--- src/rtl/cnn_pkg.sv ---
// Shared constants and types for the CNN layer controller and its DMA fetch engine.
package cnn_pkg;

    localparam int DATA_W     = 16;
    localparam int ADDR_W     = 16;
    localparam int BLOCK_SIZE = 25;
    localparam int LEN_W      = 5;

    typedef logic signed [DATA_W-1:0] word_t;

    typedef enum logic [2:0] {
        IDLE,
        RD_ISSUE,
        RD_DRAIN,
        WR_ISSUE,
        DONE
    } dma_state_t;

    // Requests longer than one block are trimmed to a full block.
    function automatic logic [LEN_W-1:0] clamp_len(input logic [LEN_W-1:0] len);
        if (len > LEN_W'(BLOCK_SIZE)) begin
            return LEN_W'(BLOCK_SIZE);
        end
        return len;
    endfunction

endpackage

--- src/rtl/cnn_dma_rd_pipe.sv ---
// Tracks in-flight memory reads: a LAT-deep shift register of {valid, word index}
// so returning data lands in the word it was issued for.
module cnn_dma_rd_pipe
    import cnn_pkg::*;
#(
    parameter int LAT = 1
) (
    input  logic             clk,
    input  logic             reset,
    input  logic             i_valid,
    input  logic [LEN_W-1:0] i_idx,
    output logic             o_valid,
    output logic [LEN_W-1:0] o_idx
);

    logic [LAT-1:0]   r_vld;
    logic [LEN_W-1:0] r_idx [LAT];

    always_ff @(posedge clk) begin
        if (reset) begin
            r_vld <= '0;
            for (int i = 0; i < LAT; i++) begin
                r_idx[i] <= '0;
            end
        end else begin
            r_vld[0] <= i_valid;
            r_idx[0] <= i_idx;
            for (int i = 1; i < LAT; i++) begin
                r_vld[i] <= r_vld[i-1];
                r_idx[i] <= r_idx[i-1];
            end
        end
    end

    assign o_valid = r_vld[LAT-1];
    assign o_idx   = r_idx[LAT-1];

endmodule

--- src/rtl/cnn_dma_fetch.sv ---
// Block-transfer engine between the CNN layer controller and the single-port data memory.
//   state    | meaning
//   IDLE     | waiting for start; request fields latched on accept
//   RD_ISSUE | one read strobe per cycle, address base+idx
//   RD_DRAIN | all reads issued; waiting for the last data to return
//   WR_ISSUE | one write strobe per cycle with latched word idx
//   DONE     | one-cycle done pulse, then back to IDLE
module cnn_dma_fetch
    import cnn_pkg::*;
#(
    parameter int MEM_LAT = 1
) (
    input  logic                         clk,
    input  logic                         reset,
    input  logic                         start,
    input  logic                         wr_mode,
    input  logic [ADDR_W-1:0]            base_addr,
    input  logic [LEN_W-1:0]             length,
    input  logic [BLOCK_SIZE*DATA_W-1:0] wr_data_flat,
    output logic                         busy,
    output logic                         done,
    output logic [BLOCK_SIZE*DATA_W-1:0] rd_data_flat,
    output logic [ADDR_W-1:0]            mem_addr,
    output logic                         mem_rd,
    output logic                         mem_wr,
    output logic [DATA_W-1:0]            mem_wdata,
    input  logic [DATA_W-1:0]            mem_rdata
);

    localparam int CNT_W = 3;

    dma_state_t       r_state;
    dma_state_t       w_next;
    logic             w_accept;
    logic             w_last;
    logic [LEN_W-1:0] w_len_in;
    logic [ADDR_W-1:0] w_addr;

    logic [ADDR_W-1:0] r_base;
    logic [LEN_W-1:0]  r_len;
    logic [LEN_W-1:0]  r_idx;
    logic [CNT_W-1:0]  r_outst;
    word_t             r_wr_word [BLOCK_SIZE];
    word_t             r_rd_word [BLOCK_SIZE];

    logic              w_pipe_vld;
    logic [LEN_W-1:0]  w_pipe_idx;

    assign w_len_in = clamp_len(length);
    assign w_last   = (r_idx == r_len - LEN_W'(1));
    assign w_addr   = r_base + ADDR_W'(r_idx);

    always_ff @(posedge clk) begin
        if (reset) begin
            r_state <= IDLE;
        end else begin
            r_state <= w_next;
        end
    end

    always_comb begin
        w_next    = r_state;
        w_accept  = 1'b0;
        busy      = 1'b0;
        done      = 1'b0;
        mem_rd    = 1'b0;
        mem_wr    = 1'b0;
        mem_addr  = '0;
        mem_wdata = '0;
        case (r_state)
            IDLE: begin
                if (start) begin
                    w_accept = 1'b1;
                    if (w_len_in == '0) begin
                        w_next = DONE;
                    end else if (wr_mode) begin
                        w_next = WR_ISSUE;
                    end else begin
                        w_next = RD_ISSUE;
                    end
                end
            end
            RD_ISSUE: begin
                busy     = 1'b1;
                mem_rd   = 1'b1;
                mem_addr = w_addr;
                if (w_last) begin
                    w_next = RD_DRAIN;
                end
            end
            RD_DRAIN: begin
                busy = 1'b1;
                // The read returning this cycle is captured on the same edge we leave.
                if (r_outst == '0 || (r_outst == CNT_W'(1) && w_pipe_vld)) begin
                    w_next = DONE;
                end
            end
            WR_ISSUE: begin
                busy     = 1'b1;
                mem_wr   = 1'b1;
                mem_addr = w_addr;
                if (r_idx < LEN_W'(BLOCK_SIZE)) begin
                    mem_wdata = r_wr_word[r_idx];
                end
                if (w_last) begin
                    w_next = DONE;
                end
            end
            DONE: begin
                done   = 1'b1;
                w_next = IDLE;
            end
            default: begin
                w_next = IDLE;
            end
        endcase
    end

    always_ff @(posedge clk) begin
        if (reset) begin
            r_base  <= '0;
            r_len   <= '0;
            r_idx   <= '0;
            r_outst <= '0;
            for (int i = 0; i < BLOCK_SIZE; i++) begin
                r_wr_word[i] <= '0;
                r_rd_word[i] <= '0;
            end
        end else begin
            if (w_accept) begin
                r_base <= base_addr;
                r_len  <= w_len_in;
                r_idx  <= '0;
                for (int i = 0; i < BLOCK_SIZE; i++) begin
                    r_wr_word[i] <= wr_data_flat[i*DATA_W +: DATA_W];
                end
                if (!wr_mode) begin
                    for (int i = 0; i < BLOCK_SIZE; i++) begin
                        r_rd_word[i] <= '0;
                    end
                end
            end else if (mem_rd || mem_wr) begin
                r_idx <= r_idx + LEN_W'(1);
            end

            r_outst <= r_outst + CNT_W'(mem_rd) - CNT_W'(w_pipe_vld);

            if (w_pipe_vld && w_pipe_idx < LEN_W'(BLOCK_SIZE)) begin
                r_rd_word[w_pipe_idx] <= word_t'(mem_rdata);
            end
        end
    end

    cnn_dma_rd_pipe #(
        .LAT (MEM_LAT)
    ) u_rd_pipe (
        .clk     (clk),
        .reset   (reset),
        .i_valid (mem_rd),
        .i_idx   (r_idx),
        .o_valid (w_pipe_vld),
        .o_idx   (w_pipe_idx)
    );

    for (genvar g = 0; g < BLOCK_SIZE; g++) begin : g_flat
        assign rd_data_flat[g*DATA_W +: DATA_W] = r_rd_word[g];
    end

endmodule

--- config.mk ---
export PLATFORM = sky130hd
export DESIGN_NAME = cnn_dma_fetch
export DESIGN_NICKNAME = d
export VERILOG_FILES = /design/src/rtl/cnn_pkg.sv /design/src/rtl/cnn_dma_rd_pipe.sv /design/src/rtl/cnn_dma_fetch.sv
export SDC_FILE = /design/constraint.sdc
export NUM_CORES = 1
export LEC_CHECK = 0
export BUFFER_PORTS_ARGS = -buffer_cell sky130_fd_sc_hd__buf_2
export CAP_MARGIN = 25
export CELL_PAD_IN_SITES_DETAIL_PLACEMENT = 1
export CELL_PAD_IN_SITES_GLOBAL_PLACEMENT = 2
export CORE_MARGIN = 4
export CORE_UTILIZATION = 32
export DETAILED_ROUTE_END_ITERATION = 8
export GPL_TIMING_DRIVEN = 0
export HOLD_SLACK_MARGIN = 0.08
export PLACE_DENSITY_LB_ADDON = 0.1
export SYNTH_ARGS = -nofsm -noshare
export SYNTH_HDL_FRONTEND = slang
export SYNTH_SLANG_ARGS = --single-unit
export TNS_END_PERCENT = 5
--- constraint.sdc ---
create_clock -name clk -period 22.1 [get_ports clk]
set_input_delay 2.21 -clock clk [delete_from_list [all_inputs] [get_ports clk]]
set_output_delay 2.21 -clock clk [all_outputs]
set_load 0.005 [all_outputs]
### Word-level counts from Yosys, hierarchy flattened

Memories as Yosys holds them, arrays and structs flattened. A register that Yosys moved wholly into a read port is not among the register bits.
Cells that the tools add are included.
Widths: inputs -> output; s select.

* add/subtract/negate cells: 5
* $lt $le $gt $ge: 3
* equality and inequality tests: 10
* multiplexer cells: 86
* bitwise logic cells: 50
* reductions and logical operators: 12

Operators by type and width (number)
* $mux 16: 53
* $or 1x1->1: 50
* $mux 5: 5
* $mux 1: 21
* $add 16x5->16: 1
* $mux 3: 5
* $pmux 3 s4: 1
* $lt 5x5->1 const B: 2
* $ne 2x2->1 const B: 4
* $eq 3x1->1 const B: 2
* $eq 3x2->1 const B: 2
* $logic_not 3->1: 2
* $add 5x1->5 const B: 1
* $eq 5x5->1: 1
* $gt 5x5->1 const B: 1
* $logic_not 5->1: 1
* $reduce_or 5->1: 1
* $sub 5x1->5 const B: 1
* $reduce_and 4->1: 1
* $reduce_or 2->1: 2
* $add 3x1->3: 1
* $eq 3x3->1 const B: 1
* $reduce_or 3->1: 1
* $sub 3x1->3: 1
* 3 further kinds: 5

* flip-flop bits (word level): 33
* bits in writable memories: 805
* bits of input ports: 441
* output and inout bits: 436
* word-level logic and storage cells: 175
* memories kept: 3

Memory list
* r_rd_word: words 25, bits a word 16, rd ports 25, clocked after Yosys merged registers in 0, write ports 26, line cnn_dma_fetch.sv:44 `word_t r_rd_word [BLOCK_SIZE];`
* r_wr_word: words 25, bits a word 16, rd ports 1, clocked after Yosys merged registers in 1, write ports 25, line cnn_dma_fetch.sv:43 `word_t r_wr_word [BLOCK_SIZE];`
* u_rd_pipe.r_idx: words 1, bits a word 5, rd ports 1, clocked after Yosys merged registers in 0, write ports 1, line cnn_dma_rd_pipe.sv:17 `logic [LEN_W-1:0] r_idx [LAT];`

### Depth between registers and ports, before layout

* depth after elaboration: 7
* gate-level depth with buffers: 11
* gate-level depth less buffers: 9

### By module

Synthesis repeated with hierarchy kept, for this count alone.

* cells, all modules: 2312
* area total of the unflattened synthesis: 35343.9 µm²

Modules (own cells, without submodules)
* cnn_dma_fetch: instances 1, cells an instance 2300, area each 35186.2 µm², seq. area each 24763.8 µm²
* cnn_dma_rd_pipe: instances 1, cells an instance 12, area each 157.7 µm², seq. area each 120.1 µm²

### Worst setup path before layout

OpenSTA, ideal clock, no wires.

* path kind: input port to flip-flop
* from: in reset
* to: reg (tool-made name)
* setup time: 0.647 ns
* arrival time: 13.988 ns
* data required time: 21.453 ns
* slack: 7.465 ns
* stages: 5
* buffers on the path: 2
* path through: clkbuf_1 > a31oi_2 > inv_1 > clkbuf_1 > nor2_1

RTL lines
* from (decl): line cnn_dma_fetch.sv:14 `input logic reset,`

### Worst setup path after layout

* from: reg r_state[0]
* to: out mem_wdata[14]

* cells in the longest elaborated chain, start to end: 2

Ends and longest elaborated chain
* from (decl): line cnn_dma_fetch.sv:32 `dma_state_t r_state;`
* from (signal assigned): line cnn_dma_fetch.sv:57 `r_state <= w_next;`
* $eq 3x2->1: line cnn_dma_fetch.sv:70 `case (r_state)`
* $mux 16: line cnn_dma_fetch.sv:70
* to (decl): line cnn_dma_fetch.sv:26 `output logic [DATA_W-1:0] mem_wdata,`

Every way passes these cells.

==> results.txt <==
- Of the synthesized area, sequential elements account for 0.706.
- TritonCTS built the clock tree.
* Detailed-router iteration count before antenna repair: 5
- Of the total synthesized cell area, the portion taken by full adders, half adders and majority gates is 0.00433.
- Power comes to 4.87 mW.
* Clock Skews: 17.2 ps
- Destination of the worst register-to-register timing path: r_rd_word[11][5]
* Post-synthesis instance area: 0.0353 mm²
- Sequential cell area: 0.0249 mm²
- At the pin with the least slew margin, the transition time is 985 ps.
- The worst path needs 6270 ps of the cycle, external delays included.
- Synthesis produced 2250 cells.
* Pwr per Cell Area: 108 mW/mm²
- The HPWL after detailed placement is 106 mm.
* Layout Area Growth over Synthesis: 28.3%
- Worst reg2reg setup slack: 18500 ps
* Mean post-synth cell area: 15.7 µm²
- Highest-utilization routing layer at the global route stage: met2
* Xor and xnor area share after synthesis: 0.00348
* Final setup violation count: 0
- For this run, global-route usage on met3 was measured as 0.0550.
- Setup repair after global routing left no endpoint under its margin.
- Along the worst path, the maximum fanout reaches 10.
- Cell occurring most often along the worst timing path: buf_2
- The floorplan step defined a die boundary enclosing 0.116 mm².
- Measured along the y axis, the die boundary spans 340 µm.
- Crit path buffers/inverters: 4
* Final slew viol count: 0
- For this design, the CTS-stage hold fixing added 0 buffers.
- For this run, the share of the core covered by cells in the final layout is 0.414.
* Post-synthesis compound-gate area fraction: 0.0218
- The Yosys step of the flow raised 0 warnings.
- Worst Setup Path Type: flip-flop to primary output
* Synth async-reset ratio: 0
- Leaving out fill and tap cells, the most frequent cell in the layout is buf_2.
* Largest net degree at the start of global routing: 72
- Total number of nets in the final design: 3699
- The flow ran to the end, and the final reports show no timing, DRC or antenna violations.
- In this run the static leakage power is 18.3 nW.
- Initial cell density of the core: 0.323
* WP depth: 8
- Count of fill cells added during filler insertion: 11300
- Global-route wire length before repair: 186 mm
- Peak VDD IR: 0.0553 mV
- For the worst-skew pair, the clock arrives at the later sink with an insertion delay of 670 ps.
- Placed standard-cell area: 0.0419 mm²
* Residual DRC: 0
- The worst register-to-register path has a depth of 8.
* Startpoint class of the critical path: flip-flop
- Of the cells placed in the final design, the portion with a size suffix greater than 1 is 0.359.
- The H-tree was split into 3 levels.
- Net count of the mapped netlist: 2702
- CP max stage delay: 780 ps
* Total wire length: 135 mm
- Vias: 22600
- Headroom to the max-slew limit came out at 0.343.
- Ports: 877
* Req. time, crit path: 19890 ps
* Routed Antenna Nets: 0
- CP Capture Point: mem_wdata[14]
- Number of synthesized flops with an enable pin: 800
- In the synthesized netlist the dominant register cell turns out to be edfxtp_1.
* Fin worst setup slack: 15830 ps
* Multiplexer share of the synthesized area: 0.0783
- Main combinational cell family by area after synthesis: simple AND/OR/NAND/NOR gates
* DP Cell Count: 4625
- Vias per std cell: 4.68
- Most frequent cells in the layout: buf_2 (891), edfxtp_1 (800), and2_1 (660), clkbuf_1 (131), nor2b_1 (124)
- Number of input and output port buffers inserted: 876
* Total track usage: 0.227
* Die width: 340 µm
* Fraction of the mapped netlist area in simple logic gates: 0.163
- Worst setup path startpoint: r_state[0]
* Final setup TNS: 0 ps
* Fraction of met2 tracks used by global routing: 0.423
- Routability-driven placement finished with a final weighted congestion of 0.834.
- Cell family with the largest share of critical-path delay: simple AND/OR/NAND/NOR gates
- The detailed router finished its first iteration with 1501 violations.
- Clock Sinks: 843
* Post-DR wirelength/cell: 27.8 µm
- Number of distinct library cells after synthesis: 57
- Arrival time of data at the critical path endpoint: 4060 ps
* Number of instances resized during post-cts repair: 0
- Area of the multi-input gates: 0.00962 mm²
- STA classifies the critical path endpoint as a primary output.
- Number of hold violations in the final report: 0
* Final clock period utilization by the worst path: 0.284
* Remaining global-route overflow: 0
* Area share of the largest cell type after synthesis: 0.681
- FP Rows: 121
- In this run the critical register-to-register path is launched from r_state[0].
* Most area-hungry cell type in the Yosys netlist: edfxtp_1
- Post-CTS Setup Repair Bufs: 0
- TritonCTS created 96 clock buffers.
* Clock root buffer: clkbuf_16
- Synthesis inferred 843 register bits.
- Final instance area: 0.0452 mm²
* Clock transition time at the flip-flop clock pins of the worst setup and hold paths: 60 ps
- For this run, global-route usage on met1 was measured as 0.249.
- Number of buffers on the longest clock path: 3
* Highest clock frequency the design can meet: 159 MHz
* Post-placement setup slack: 16290 ps
- Tightest Hold Check Type: flip-flop to flip-flop
* Initial antenna violation count: 66
- The total area inside the core boundary comes to 0.109 mm².
- MaxCap Viol Count: 0
- After synthesis, the cell types taking the most area are edfxtp_1 (68%), and2_1 (12%), mux4_2 (5.5%).
- Final standard cell count with taps included and fillers excluded: 4835
- The tightest hold path in the finished design has a slack of 495 ps.
- Critical path, cell by cell: clkbuf_2 > nand2b_1 > buf_2 > nor2_1 > nand3_1 > clkbuf_1 > o22ai_1 > buf_2
- Vias in the first global route: 24800
- For this design, the slowest cell found on the critical path is nand3_1.
where the power goes:
part           switching (mW)  total [mW]  internal, mW
sequential              0.109        2.27          2.17
combinational           0.591       0.961         0.370
clock                   0.666        1.63         0.969
worst min path at each step:
stage | from | endpoint | slack, ps | cells after the start
final | r_base[3] | r_base[3] | 500 | 1
after global routing | r_base[3] | r_base[3] | 530 | 1
after CTS | r_base[3] | r_base[3] | 500 | 1
after detailed placement | r_base[3] | r_base[3] | 480 | 1
after global placement | r_base[2] | r_base[2] | 480 | 1
after floorplan | r_base[0] | r_base[0] | 460 | 1
cell families after synthesis:
kind of cell,after synthesis
buf+inv,184
flops,843
simple gates,945
compound gates,122
xor+xnor,14
fa+ha+maj,11
mux,131
final cells by class:
type,count,area share
inverter,31,0.00257
antenna,35,0.00194
multi-input combinational,1223,0.213
clock buffer,118,0.0577
sequential,843,0.550
clock inverter,57,0.0136
tap,1476,0.0408
timing repair buffer,899,0.105
buffer,153,0.0152
synth_stat cells (10+ instances only):
library cell,n
buf_2,15
mux4_1,23
and2_1,660
nand2_1,22
inv_1,17
edfxtp_1,800
dfxtp_1,43
mux4_2,86
o21ai_0,34
mux2i_1,22
a21oi_1,30
nor2_1,48
a22o_1,15
or3_1,12
buf_4,10
nor2b_1,124
o22ai_1,17
clkbuf_1,118
clkinv_1,13
and3_1,33
state kept, by name, indices dropped and copies added (netlist names), named ones only:
signal	flops
r_rd_word	400
u_rd_pipe.r_idx	5
r_wr_word	400
r_idx	5
u_rd_pipe.o_valid	1
r_state	3
r_outst	3
r_base	16
r_len	5
metal layers:
layer / routed length [µm] / share of wire
met1: 47400 / 0.35
met2: 72200 / 0.54
met3: 10100 / 0.075
met4: 4720 / 0.035
met5: 135 / 0.0010
No activity file was read; power rests on OpenSTA's default activity.
